[config.mk]
export PLATFORM = sky130hd
export DESIGN_NAME = ctrl_tx_arbiter_flat
export DESIGN_NICKNAME = d
export VERILOG_FILES = /design/src/rtl/ctrl_tx_arbiter_if.sv /design/src/rtl/ctrl_tx_arbiter.sv /design/src/flat_wrapper.sv
export SDC_FILE = /design/constraint.sdc
export NUM_CORES = 1
export LEC_CHECK = 0
export CORE_AREA = 2 2 159 161
export CTS_CLUSTER_DIAMETER = 30
export DETAILED_ROUTE_END_ITERATION = 10
export DIE_AREA = 0 0 161 163
export PLACE_DENSITY = 0.62
export SYNTH_ARGS = -nofsm -noshare
export SYNTH_HDL_FRONTEND = slang
export SYNTH_SLANG_ARGS = --single-unit
[constraint.sdc]
create_clock -name core_clk -period 2.2 [get_ports core_clk]
set_clock_uncertainty 0.15 [all_clocks]
set_input_delay 0.22 -clock core_clk [delete_from_list [all_inputs] [get_ports core_clk]]
set_output_delay 0.22 -clock core_clk [all_outputs]
set_load 0.005 [all_outputs]
[src/rtl/ctrl_tx_arbiter_if.sv]
// Stream bundle between the four control-packet sources, the arbiter and the UDP TX path.
// The arbiter attaches through the slave modport; the traffic side uses the master modport.
interface ctrl_tx_arbiter_if;
    logic [255:0] s_tdata;
    logic [31:0]  s_tkeep;
    logic [3:0]   s_tvalid;
    logic [3:0]   s_tlast;
    logic [3:0]   s_tready;
    logic [63:0]  m_tdata;
    logic [7:0]   m_tkeep;
    logic         m_tvalid;
    logic         m_tlast;
    logic         m_tready;

    modport slave (
        input  s_tdata, s_tkeep, s_tvalid, s_tlast, m_tready,
        output s_tready, m_tdata, m_tkeep, m_tvalid, m_tlast
    );

    modport master (
        output s_tdata, s_tkeep, s_tvalid, s_tlast, m_tready,
        input  s_tready, m_tdata, m_tkeep, m_tvalid, m_tlast
    );
endinterface

[src/rtl/ctrl_tx_arbiter.sv]
// Four-source packet-atomic control arbiter with oversize truncation and drop.
// CTRL_ARB_RR_EN selects round-robin arbitration; otherwise fixed priority src0 > src3.
module ctrl_tx_arbiter #(
    parameter int MAX_BEATS = 16
) (
    input  logic                  core_clk,
    input  logic                  core_rst_n,
    ctrl_tx_arbiter_if.slave      bus,
    output logic [1:0]            grant_id,
    output logic                  busy,
    output logic                  err_oversize,
    output logic [31:0]           pkt_cnt
);

    typedef enum logic [1:0] {
        IDLE = 2'd0,
        FWD  = 2'd1,
        DROP = 2'd2
    } state_t;

    localparam logic [7:0] LAST_BEAT_IDX = 8'(MAX_BEATS - 1);

    state_t      state_r, state_next_s;
    logic [1:0]  grant_r, grant_next_s, winner_s;
    logic [7:0]  beat_r;
    logic [31:0] pkt_cnt_r;
    logic        err_r, busy_r;
    logic [63:0] lane_data_s;
    logic [7:0]  lane_keep_s;
    logic        lane_valid_s, lane_last_s;
    logic        at_limit_s, xfer_s, over_s;

    function automatic logic [1:0] pick_fixed(input logic [3:0] req);
        logic [1:0] idx;
        idx = 2'd0;
        for (int i = 3; i >= 0; i--) begin
            if (req[i]) begin
                idx = 2'(i);
            end
        end
        return idx;
    endfunction

    // Search starts one past the previous winner; the last assignment is the nearest requester.
    function automatic logic [1:0] pick_rr(input logic [3:0] req, input logic [1:0] last);
        logic [1:0] idx, cand;
        idx = 2'd0;
        for (int k = 4; k >= 1; k--) begin
            cand = last + 2'(k);
            if (req[cand]) begin
                idx = cand;
            end
        end
        return idx;
    endfunction

`ifdef CTRL_ARB_RR_EN
    logic [1:0] last_grant_r;

    assign winner_s = pick_rr(bus.s_tvalid, last_grant_r);

    // Remember the most recent winner so the next search starts after it.
    always_ff @(posedge core_clk or negedge core_rst_n) begin
        if (!core_rst_n) begin
            last_grant_r <= 2'd3;
        end else if (state_r == IDLE && (|bus.s_tvalid)) begin
            last_grant_r <= winner_s;
        end
    end
`else
    assign winner_s = pick_fixed(bus.s_tvalid);
`endif

    assign lane_data_s  = bus.s_tdata[{grant_r, 6'd0} +: 64];
    assign lane_keep_s  = bus.s_tkeep[{grant_r, 3'd0} +: 8];
    assign lane_valid_s = bus.s_tvalid[grant_r];
    assign lane_last_s  = bus.s_tlast[grant_r];
    assign at_limit_s   = (beat_r == LAST_BEAT_IDX);

    // Next-state decode plus the combinational forwarding path of the granted lane.
    always_comb begin
        state_next_s = state_r;
        grant_next_s = grant_r;
        bus.m_tdata  = 64'd0;
        bus.m_tkeep  = 8'd0;
        bus.m_tvalid = 1'b0;
        bus.m_tlast  = 1'b0;
        bus.s_tready = 4'd0;
        xfer_s       = 1'b0;
        over_s       = 1'b0;
        case (state_r)
            IDLE: begin
                if (|bus.s_tvalid) begin
                    state_next_s = FWD;
                    grant_next_s = winner_s;
                end else begin
                    state_next_s = IDLE;
                end
            end
            FWD: begin
                bus.m_tdata  = lane_data_s;
                bus.m_tkeep  = lane_keep_s;
                bus.m_tvalid = lane_valid_s;
                bus.m_tlast  = lane_last_s | at_limit_s;
                bus.s_tready = bus.m_tready ? (4'b0001 << grant_r) : 4'b0000;
                xfer_s       = lane_valid_s & bus.m_tready;
                over_s       = xfer_s & at_limit_s & ~lane_last_s;
                if (xfer_s && lane_last_s) begin
                    state_next_s = IDLE;
                end else if (over_s) begin
                    state_next_s = DROP;
                end else begin
                    state_next_s = FWD;
                end
            end
            DROP: begin
                bus.s_tready = 4'b0001 << grant_r;
                if (lane_valid_s && lane_last_s) begin
                    state_next_s = IDLE;
                end else begin
                    state_next_s = DROP;
                end
            end
            default: begin
                state_next_s = IDLE;
            end
        endcase
    end

    // State, grant, beat counter, packet counter and status flags.
    always_ff @(posedge core_clk or negedge core_rst_n) begin
        if (!core_rst_n) begin
            state_r   <= IDLE;
            grant_r   <= 2'd0;
            beat_r    <= 8'd0;
            pkt_cnt_r <= 32'd0;
            err_r     <= 1'b0;
            busy_r    <= 1'b0;
        end else begin
            state_r <= state_next_s;
            grant_r <= grant_next_s;
            err_r   <= over_s;
            busy_r  <= (state_next_s != IDLE);
            if (state_r == IDLE) begin
                beat_r <= 8'd0;
            end else if (xfer_s) begin
                beat_r <= beat_r + 8'd1;
            end
            if (xfer_s && bus.m_tlast) begin
                pkt_cnt_r <= pkt_cnt_r + 32'd1;
            end
        end
    end

    assign grant_id     = grant_r;
    assign busy         = busy_r;
    assign err_oversize = err_r;
    assign pkt_cnt      = pkt_cnt_r;

endmodule
[src/flat_wrapper.sv]
// flat-port wrapper written by rule: the top's interface ports become plain ports
module ctrl_tx_arbiter_flat 
#(
    parameter int MAX_BEATS = 16
)
  (core_clk, core_rst_n, grant_id, busy, err_oversize, pkt_cnt, bus_s_tdata, bus_s_tkeep, bus_s_tvalid, bus_s_tlast, bus_m_tready, bus_s_tready, bus_m_tdata, bus_m_tkeep, bus_m_tvalid, bus_m_tlast);
  ctrl_tx_arbiter_if bus_i ();
  input  logic core_clk;
  input  logic core_rst_n;
  output logic [1:0] grant_id;
  output logic busy;
  output logic err_oversize;
  output logic [31:0] pkt_cnt;
  input wire logic [$bits(bus_i.s_tdata)-1:0] bus_s_tdata;
  input wire logic [$bits(bus_i.s_tkeep)-1:0] bus_s_tkeep;
  input wire logic [$bits(bus_i.s_tvalid)-1:0] bus_s_tvalid;
  input wire logic [$bits(bus_i.s_tlast)-1:0] bus_s_tlast;
  input wire logic [$bits(bus_i.m_tready)-1:0] bus_m_tready;
  output wire logic [$bits(bus_i.s_tready)-1:0] bus_s_tready;
  output wire logic [$bits(bus_i.m_tdata)-1:0] bus_m_tdata;
  output wire logic [$bits(bus_i.m_tkeep)-1:0] bus_m_tkeep;
  output wire logic [$bits(bus_i.m_tvalid)-1:0] bus_m_tvalid;
  output wire logic [$bits(bus_i.m_tlast)-1:0] bus_m_tlast;
  assign bus_i.s_tdata = bus_s_tdata;
  assign bus_i.s_tkeep = bus_s_tkeep;
  assign bus_i.s_tvalid = bus_s_tvalid;
  assign bus_i.s_tlast = bus_s_tlast;
  assign bus_i.m_tready = bus_m_tready;
  assign bus_s_tready = bus_i.s_tready;
  assign bus_m_tdata = bus_i.m_tdata;
  assign bus_m_tkeep = bus_i.m_tkeep;
  assign bus_m_tvalid = bus_i.m_tvalid;
  assign bus_m_tlast = bus_i.m_tlast;
  ctrl_tx_arbiter #(.MAX_BEATS(MAX_BEATS)) u_core (.core_clk(core_clk), .core_rst_n(core_rst_n), .bus(bus_i), .grant_id(grant_id), .busy(busy), .err_oversize(err_oversize), .pkt_cnt(pkt_cnt));
endmodule
==> results of run 1 <==
power by group:
part           internal, mW  switching, mW  total, mW
combinational          4.98           2.74       7.72
clock                 0.451          0.306      0.757
sequential            0.945          0.164       1.11
metal layers:
layer / up-vias / wire [um] / track usage [%]
li1: 2442 / - / -
met1: 2656 / 9910 / 22.6
met2: 233 / 12600 / 30.0
met3: 37 / 2310 / 6.47
met4: 8 / 571 / 5.19
met5: - / 50 / 0
cell families (layout without fill, tap and decap cells):
logic type | after synthesis | in the layout | share of synthesized area (%)
adders and majority gates | 6 | 6 | 1.66
other | 0 | 8 | 0
buffers and inverters | 32 | 502 | 3.51
xor gates and xnor gates | 38 | 38 | 7.35
and+or+nand+nor | 182 | 182 | 23.3
DFF | 46 | 46 | 25.4
muxes | 74 | 74 | 36.8
AOI/OAI and AO/OA | 14 | 14 | 2.02
timing repair:
item,4_1_cts,5_1_grt
gates resized for setup,182,236
cloned,1,2
hold endpoints to repair,23,0
hold buffers,1,0
setup endpoints to repair,104,110
pin swaps,8,68
buffers inserted,9,22
sequential cells by signal (all words and copies together), names as in the netlist:
name                 count
u_core.pkt_cnt          32
u_core.beat_r            8
u_core.grant_id          2
u_core.state_r           2
u_core.busy              1
u_core.err_oversize      1
final timing paths:
path                                                      from                             end  depth (start not counted)
worst max register to register  u_core.grant_id[0]$_DFFE_PN0P_   u_core.pkt_cnt[8]$_DFFE_PN0P_                          7
worst min register to register  u_core.pkt_cnt[31]$_DFFE_PN0P_  u_core.pkt_cnt[31]$_DFFE_PN0P_                          1
min in group asynchronous                           core_rst_n  u_core.pkt_cnt[19]$_DFFE_PN0P_                          2
worst max-delay path            u_core.grant_id[0]$_DFFE_PN0P_                  bus_m_tkeep[3]                          7
worst min-delay path            u_core.pkt_cnt[31]$_DFFE_PN0P_  u_core.pkt_cnt[31]$_DFFE_PN0P_                          1
max in group asynchronous                           core_rst_n   u_core.pkt_cnt[2]$_DFFE_PN0P_                          3
worst register-to-register path, delay by kind of cell (launching register included):
kind                   cells  cell delay (ns)
XOR/XNOR                   1             0.13
buffers and inverters      2             0.31
flip-flops                 1             0.50
multiplexers               1             0.54
AND/OR/NAND/NOR            3             0.53
final cells by class:
type,instances,area [um2]
clock inverters,1,5.00
diodes,8,20.0
clock buffers,7,143
flip-flops and latches,46,1160
fillers,2378,14400
repair buffers,492,4920
multi-input cells,314,3600
well taps,330,413
inverters,2,7.51
cells in the final DEF (no fill, tap or decap), drive strengths merged:
master	Yosys	routed
nor3b	2	2
dfrtp	46	46
buf	11	110
a21o	1	1
diode	0	8
a22oi	1	1
inv	2	2
nor2b	1	1
nand3	15	15
a21oi	3	3
ha	6	6
o2111a	1	1
nor4	8	8
xor2	18	18
and4	4	4
nor2	14	14
dlygate4sd3	0	1
mux4	74	74
dlymetal6s2s	0	4
xnor2	20	20
dlygate4sd2	0	5
nor3	8	8
and3	10	10
clkbuf	19	40
nand4	12	12
or4	2	2
clkinv	0	1
clkdlybuf4s15	0	6
and2	80	80
clkdlybuf4s50	0	333
nand2	26	26
o21a	4	4
o21ai	4	4
==> metrics.md, run 1 <==
| Metric | Value |
|---|---|
| Mapped cell area | 4530 um2 |
| Buf/Inv on CP | 5 |
| Total global-route track usage | 18.2% |
| Cell types occupying the most area after synthesis | mux4_2, dfrtp_1, and2_1 |
| Die Height | about 160 um |
| Slowest Stage Delay on Critical Path | roughly 0.55 ns |
| Clk Latency, worst-skew pair | 0.28 ns |
| GRT overflow | 0 |
| Period utilisation layout | 109% |
| Ys Warns | 0 |
| Final WL | 25,400 um |
| Max VDD drop | 518 uV |
| Clock sink count | 46 |
| Setup TNS | -7.96 ns |
| Top delay family on crit path | buffers and inverters |
| Pwr Total | 9.59 mW |
| Critical Path AT | 2.03 ns |
| Most used DFF post-synth | dfrtp_1 |
| Mapped Nets | between 600 and 700 |
| Leading area contributor after synthesis | mux4_2 |
| Syn Inst Count | 392 |
| Count leader, synth | and2_1 |
| Layout cells sized above 1 | 37.7% |
| Maximum capacitance violations | 0 |
| DRC violations left | 0 |
| First-pass GRT wire length | between 30,000 and 40,000 um |
| Tmin final | 2.40 ns |
| CTS tree | yes |
| Status | complete, but fails checks |
| Mean Syn Cell Area | 11.6 um2 |
| Final Max Slew Viols | 0 |
| Io pins | 413 |
| Rows | 58 |
| Crit-path slowest cell | dfrtp_4 |
| Post-route ant nets | 0 |
| Iter 0 DRT Violations | 242 |
| Die ar. | 26,200 um2 |
| PortBufs | 412 |
| Ys async rst share | 100% |
| Final net count | about 1,200 |
| Clock Path Buffers | 2 |
| Starting density of the core | between 10% and 20% |
| Fin area | approximately 10,000 um2 |
| Initial antenna violation count | 10 |
| Most common cell on crit path | buf_12 |
| Via count | 5,376 |
| CP startpoint kind | flip-flop |
| Worst-path cell chain | buf_12, buf_8, buf_12, buf_6, mux4_2, and2_1, buf_2 |
| GP Congestion | 0.911 |
| Post-synth EDFFs | 0 |
| R2R Setup Slk | -0.09 ns |
| Fin. Hold Viols | 0 |
| Critical path class | flip-flop to output pin |
| TritonCTS Buffers | 5 |
| Hold WS | approximately 0.32 ns |
| Worst Path Required | 1.83 ns |
| Die width | 161 um |
| Avg Vias per Cell | 4.48 |
| PwrDens | just over 900 nW/um2 |
| RSZ-0062 raised after global routing | yes |
| Synth cell count leaders | and2_1, mux4_2, dfrtp_1 |
| CP max FO | 6 |
| Lkg Pwr | 4.26 nW |
| Post-Layout Cell Count | 1,200 |
| Failing checks | setup timing |
| Max frequency | between 400 and 500 MHz |
| Share of the synthesized area in the top cell type | between 30% and 40% |
| Reg clk slew, reported paths | 0.06 ns |
| Dpl cells | 1,154 |
| CTS H-Tree Depth | 2 |
| Final setup violation count | between 80 and 90 |
| Layout area overhead | 127% |
| HPWL Detailed | around 21,000 um |
| Synth cell types | 31 |
| DR pass1 iterations | 4 |
| CP endpoint kind | output pin |
| Worst-Margin Slew | 0.622 ns |
| Pre-CTS setup slack | -0.164 ns |
| Largest net degree at the start of global routing | 36 |
| Final core occ | 41.6% |
| Hold Path Class | flip-flop to flip-flop |
| Routed WL per cell | 21.2 um |
| Setup ws final | -0.199 ns |
| Yosys reg bits | 46 |
| Root Buffer Master | clkbuf_16 |
| Core Region | roughly 25,000 um2 |
| Sequential area share after synthesis | 25.4% |
| Number of global-route vias before repair | 5,615 |
| Area after DPL | 9430 um2 |
| Slew headroom | 58.5% |
Note: power is estimated with default switching activity, not from simulation.
==> inputs of run 2 (changes only) <==
Settings changed: CTS_BUF_LIST set to sky130_fd_sc_hd__clkbuf_8.
==> run 2 against run 1 <==
Compared with the run above: the flow still finishes with violations (setup timing); clock power down 29%; hold slack worse by 0.0045 ns; sequential power about the same; highest routed layer unchanged.
==> metrics.md, run 2 (synthesized netlist as in run 1, its figures left out) <==
| Metric | Value |
|---|---|
| Status | complete, but fails checks |
| Failing checks | setup timing |
| Layout cells sized above 1 | 38.3% (+0.62 points) |
| RSZ-0062 raised after global routing | yes |
| Most frequent cells in the layout | clkdlybuf4s50_1, mux4_2, and2_4, buf_6, dfrtp_1 |
| Starting density of the core | 18.4% (unchanged) |
| Area of the multi-input gates | 3630 um2 (+0.62%) |
| Most common cell on crit path | buf_12 |
| Final net count | 1,173 (+0.60%) |
| Avg Vias per Cell | 4.49 (+0.33%) |
| Worst-path cell chain | buf_4, buf_12, buf_12, mux4_2, and2_4, clkdlybuf4s15_1 |
| Buf/Inv on CP | 4 (-1) |
| Final Max Slew Viols | 0 (unchanged) |
| Fill count | 2,380 (+0.084%) |
| Final setup violation count | 102 (+15%) |
| Setup ws final | -0.277 ns (-0.0777 ns) |
| Post-route ant nets | 0 (unchanged) |
| CP startpoint kind | flip-flop |
| Critical Path AT | 2.11 ns (+0.08 ns) |
| Root Buffer Master | clkbuf_8 |
| HPWL Detailed | 21,100 um (unchanged) |
| Die width | 161 um (unchanged) |
| Pre-CTS setup slack | -0.164 ns (unchanged) |
| Iter 0 DRT Violations | 240 (-0.83%) |
| Slew headroom | 59.3% (+0.78 points) |
| Number of global-route vias before repair | 5,617 (+0.036%) |
| DR pass1 iterations | 4 (unchanged) |
| CP endpoint kind | output pin |
| First-pass GRT wire length | 35,700 um (about the same) |
| Top delay family on crit path | buffers and inverters |
| Critical path class | flip-flop to output pin |
| Layout area overhead | 128% |
| GRT overflow | 0 (unchanged) |
| Tmin final | 2.48 ns (+0.0777 ns) |
| Crit-path slowest cell | dfrtp_4 |
| Period utilisation layout | 113% (+3.5 points) |
| Max frequency | 404 MHz (-3.1%) |
| PortBufs | 412 (unchanged) |
| Max reg flops | 32 (unchanged) |
| Core Region | 24,700 um2 (unchanged) |
| Clock Path Buffers | 2 (unchanged) |
| Most common cell after layout, fill and taps aside | clkdlybuf4s50_1 |
| Max VDD drop | 536 uV (+3.5%) |
| CTS tree | yes |
| Maximum capacitance violations | 0 (unchanged) |
| Clk Latency, worst-skew pair | 0.30 ns (+0.02 ns) |
| Via count | 5,416 (+0.74%) |
| Largest net degree at the start of global routing | 36 (unchanged) |
| Initial antenna violation count | 10 (unchanged) |
| PwrDens | 927 nW/um2 (-0.71%) |
| Rows | 58 (unchanged) |
| Worst Path Required | 1.83 ns (about the same) |
| Setup TNS | -13.71 ns (-5.75 ns) |
| Sequential cell area | 1160 um2 (unchanged) |
| GP Congestion | 0.911 (unchanged) |
| Hold Path Class | primary input to asynchronous set/reset pin |
| Routed WL per cell | 21.3 um (+0.58%) |
| Die Height | 163 um (unchanged) |
| Final WL | 25,700 um (+1.0%) |
| Fin. Hold Viols | 0 (unchanged) |
| Io pins | 413 (unchanged) |
| Reg clk slew, reported paths | 0.08 ns (+0.02 ns) |
| Total global-route track usage | 18.2% (about the same) |
| Clock sink count | 46 (unchanged) |
| TritonCTS Buffers | 5 (unchanged) |
| CP max FO | 8 (+2) |
| DRC violations left | 0 (unchanged) |
| Die ar. | 26,200 um2 (unchanged) |
| Worst-Margin Slew | 0.610 ns (-0.0118 ns) |
| Slowest Stage Delay on Critical Path | 0.53 ns (-0.02 ns) |
| CTS H-Tree Depth | 2 (unchanged) |
| Lkg Pwr | 4.33 nW (+1.6%) |
run 2: cell types whose count changed in the layout (fill, tap and decap cells not counted), moves of 2 or more:
cell,change
buf_12,+4
buf_2,+3
buf_4,+10
buf_6,-3
clkbuf_16,-6
clkbuf_2,-5
clkbuf_8,+5
clkdlybuf4s15_1,-3
diode_2,-2
dlygate4sd2_1,-3
dlymetal6s2s_1,+5
nand2_1,+2
nand2_4,-3
nor3_4,+2
run 2: path summary, 6_finish.rpt:
kind | to | cells after the start | start | slack [ns]
worst max-delay path | bus_m_tdata[8] | 6 | u_core.grant_id[0]$_DFFE_PN0P_ | -0.28
min in group core_clk | u_core.pkt_cnt[31]$_DFFE_PN0P_ | 1 | u_core.pkt_cnt[31]$_DFFE_PN0P_ | 0.32
worst min register to register | u_core.pkt_cnt[31]$_DFFE_PN0P_ | 1 | u_core.pkt_cnt[31]$_DFFE_PN0P_ | 0.32
worst max register to register | u_core.pkt_cnt[7]$_DFFE_PN0P_ | 10 | u_core.grant_id[0]$_DFFE_PN0P_ | -0.18
max in group asynchronous | u_core.pkt_cnt[1]$_DFFE_PN0P_ | 3 | core_rst_n | 1.04
worst min-delay path | u_core.pkt_cnt[19]$_DFFE_PN0P_ | 2 | core_rst_n | 0.32
run 2: metal layers:
| layer | track usage, % | up-vias | wire length, um |
|---|---|---|---|
| met1 | 22.5 | 2659 | 10000 |
| met2 | 30.0 | 249 | 12600 |
| met4 | 4.87 | 8 | 630 |
| met3 | 6.77 | 43 | 2330 |
| met5 | 0 | - | 49 |
| li1 | - | 2457 | - |
run 2: power breakdown:
part / total, mW / switching [mW] / internal [mW] / leakage [nW]
registers: 1.10 / 0.153 / 0.943 / 0.623
logic: 7.94 / 2.80 / 5.13 / 3.65
clock network: 0.535 / 0.286 / 0.249 / 0.0524
run 2: area by class of cell:
class | instances | area share [%]
Tap cell | 330 | 4.00
Inverter | 2 | 0.0727
Clock inverter | 2 | 0.0848
Timing Repair Buffer | 499 | 48.5
Clock buffer | 6 | 0.800
Sequential cell | 46 | 11.2
Antenna cell | 6 | 0.145
Multi-Input combinational cell | 314 | 35.1
run 2: repair_timing:
item	CTS	global route
cloned	1	1
setup endpoints to repair	105	109
resized for setup	170	247
setup buffers	9	30
pin swaps	8	68
hold buffers	1	0
endpoints found under the hold margin	23	0
run 2: per-stage QoR:
stage | power [mW] | utilization, % | cells | area (um2) | hold slack, ns
floorplan | 4.08 | - | 392 | 4530 | -0.226
global placement | 7.79 | 38.2 | 1154 | 9430 | 0.109
detailed placement | 7.76 | 38.2 | 1154 | 9430 | 0.114
CTS | 8.42 | 39.1 | 1173 | 9650 | 0.336
global route | 10.1 | 41.8 | 1204 | 10300 | 0.348
finish | 9.57 | 41.8 | 1205 | 10300 | 0.317
==> inputs of run 3 (changes only) <==
Settings changed: PLACE_DENSITY 0.62 to unset.
==> run 3 against run 2 <==
Compared with the run above: the run still ends with setup timing left; combinational power increased by 6.0%; routed wire length increased by 3.6%; hold slack got worse by 0.016 ns; total power increased by 5.9%; largest cell class unchanged.
==> metrics.md, run 3 (synthesized netlist as in run 1, its figures left out) <==
| Metric | Value |
|---|---|
| Iter 0 DRT Violations | 295 (+23%) |
| Pwr Total | 10.1 mW (+5.9%) |
| Largest net degree at the start of global routing | 31 (-14%) |
| Fin. Hold Viols | 0 (unchanged) |
| Met1 usage | 23.7% (+1.2 points) |
| Reg clk slew, reported paths | 0.10 ns (+0.02 ns) |
| Cells on worst reg2reg path | 7 (-3) |
| Post-route ant nets | 0 (unchanged) |
| Final net count | 1,178 (+0.43%) |
| HPWL Detailed | 22,000 um (+4.2%) |
| RSZ-0062 raised after global routing | yes |
| Layout cells sized above 1 | 40.0% (+1.7 points) |
| Critical path class | flip-flop to output pin |
| Fill count | 2,445 (+2.7%) |
| Io pins | 413 (unchanged) |
| Most common cell after layout, fill and taps aside | clkdlybuf4s50_1 |
| Clock Path Buffers | 2 (unchanged) |
| Initial antenna violation count | 4 (-6) |
| Status | complete, but fails checks |
| Final Max Slew Viols | 0 (unchanged) |
| Root Buffer Master | clkbuf_8 |
| Hold Path Class | primary input to asynchronous set/reset pin |
| PwrDens | 970 nW/um2 (+4.7%) |
| Critical Path AT | 1.97 ns (-0.14 ns) |
| Avg Vias per Cell | 4.51 (+0.41%) |
| Routed WL per cell | 22.0 um (+3.4%) |
| DR pass1 iterations | 4 (unchanged) |
| Number of global-route vias before repair | 5,953 (+6.0%) |
| GP Congestion | 0.951 (+4.3%) |
| Failing checks | setup timing |
| Maximum capacitance violations | 0 (unchanged) |
| Fin area | 10,400 um2 (+1.2%) |
| Tmin final | 2.34 ns (-0.138 ns) |
| Most frequent cells in the layout | clkdlybuf4s50_1, buf_6, mux4_2, and2_4, buf_4 |
| GRT Max-Usage Layer | met2 |
| Total global-route track usage | 19.7% (+1.4 points) |
| GRT overflow | 0 (unchanged) |
| Reg2reg end | u_core.pkt_cnt[21]$_DFFE_PN0P_ |
| Core Region | 24,700 um2 (unchanged) |
| CP startpoint kind | flip-flop |
| Max reg flops | 32 (unchanged) |
| Final setup violation count | 64 (-37%) |
| TritonCTS Buffers | 5 (unchanged) |
| First-pass GRT wire length | 38,400 um (+7.7%) |
| Starting density of the core | 18.4% (unchanged) |
| Lkg Pwr | 4.28 nW (-1.1%) |
| Post-Layout Cell Count | 1,208 (+0.25%) |
| Die width | 161 um (unchanged) |
| Final WL | 26,600 um (+3.6%) |
| CTS tree | yes |
| Layout area overhead | 131% |
| Max VDD drop | 538 uV (+0.24%) |
| R2R Setup Slk | -0.05 ns (+0.13 ns) |
| GRT met2 Usage | 33.5% (+3.4 points) |
| Die Height | 163 um (unchanged) |
| Rows | 58 (unchanged) |
| CP max FO | 8 (unchanged) |
| Period utilisation layout | 106% (-6.3 points) |
| Clock sink count | 46 (unchanged) |
| Worst-Margin Slew | 0.603 ns (-0.00760 ns) |
| Die ar. | 26,200 um2 (unchanged) |
| CP endpoint kind | output pin |
| Worst Path Required | 1.83 ns (about the same) |
| PortBufs | 412 (unchanged) |
| Clk Latency, worst-skew pair | 0.30 ns (about the same) |
| DRC violations left | 0 (unchanged) |
| Hold WS | 0.301 ns (-0.0163 ns) |
| CTS H-Tree Depth | 2 (unchanged) |
| Via count | 5,452 (+0.66%) |
| Setup TNS | -4.30 ns (+9.41 ns) |
| Area after DPL | 9320 um2 (-1.2%) |
| Dpl cells | 1,150 (-0.35%) |
| Max frequency | 428 MHz (+5.9%) |
| Met3 Use GR | 7.33% (+0.56 points) |
| Setup ws final | -0.138 ns (+0.138 ns) |
| Slew headroom | 59.8% (+0.51 points) |
| R2r startpoint | u_core.grant_id[0]$_DFFE_PN0P_ |
[run 3: cell count changes in the layout (fill, tap and decap cells not counted), moves of 4 or more]
| cell | delta |
|---|---|
| buf_6 | +30 |
| clkbuf_2 | -23 |
| dlymetal6s2s_1 | -9 |
| buf_12 | -7 |
| buf_2 | +7 |
| and2_1 | -4 |
| and2_4 | +4 |
| buf_4 | +4 |
[run 3: worst max-delay path by stage]
stage	start	slack (ns)	cells past startpoint	endpoint
floorplan	u_core.grant_id[1]$_DFFE_PN0P_	0.08	5	bus_m_tdata[45]
global placement	u_core.grant_id[0]$_DFFE_PN0P_	-0.25	4	bus_m_tdata[18]
detailed placement	u_core.grant_id[0]$_DFFE_PN0P_	-0.26	4	bus_m_tdata[18]
CTS	u_core.grant_id[0]$_DFFE_PN0P_	-0.17	6	bus_m_tdata[4]
global route	u_core.grant_id[0]$_DFFE_PN0P_	-0.19	6	bus_m_tdata[45]
finish	u_core.grant_id[0]$_DFFE_PN0P_	-0.14	6	bus_m_tdata[63]
[run 3: area by class of cell]
class | instances | area [um2] | area share (%)
clock inverters | 3 | 43.8 | 0.419
multi-input cells | 314 | 3610 | 34.6
inverters | 2 | 7.51 | 0.0719
diodes | 4 | 10.0 | 0.0958
repair buffers | 504 | 5130 | 49.1
well taps | 330 | 413 | 3.95
flip-flops and latches | 46 | 1160 | 11.1
clock buffers | 5 | 68.8 | 0.659
[run 3: worst max-delay path, stage by stage, from the launching register on]
cell and delay (ns):
dfrtp_4 0.53, buf_12 0.17, buf_16 0.14, buf_4 0.13, mux4_2 0.42, and2_4 0.16
buf_6 0.11
[run 3: metal layers]
metal	up-vias	wire length [um]
li1	2458	-
met1	2683	9980
met2	270	13300
met3	37	2710
met4	4	542
met5	-	30
[run 3: what timing repair did]
action | 4_1_cts | 5_1_grt
hold buffers | 1 | 0
buffers inserted | 35 | 8
hold endpoints to repair | 25 | 0
gates cloned | 5 | 0
gates resized for setup | 447 | 82
pin swaps | 42 | 33
endpoints found under the setup margin | 113 | 103
[run 3: per-stage QoR]
| step | setup slack (ns) | util (%) |
|---|---|---|
| 6_report | -0.138 | 42.3 |
| 5_1_grt | -0.189 | 42.3 |
| 4_1_cts | -0.170 | 41.0 |
| 3_5_place_dp | -0.265 | 37.8 |
| 3_3_place_gp | -0.247 | 37.8 |
| 2_1_floorplan | 0.0783 | - |
[run 3: where the power goes]
group	switching (mW)	internal, mW	leakage, nW
logic	2.95	5.48	3.60
clock network	0.307	0.341	0.0585
registers	0.124	0.943	0.618
total	3.38	6.76	4.28
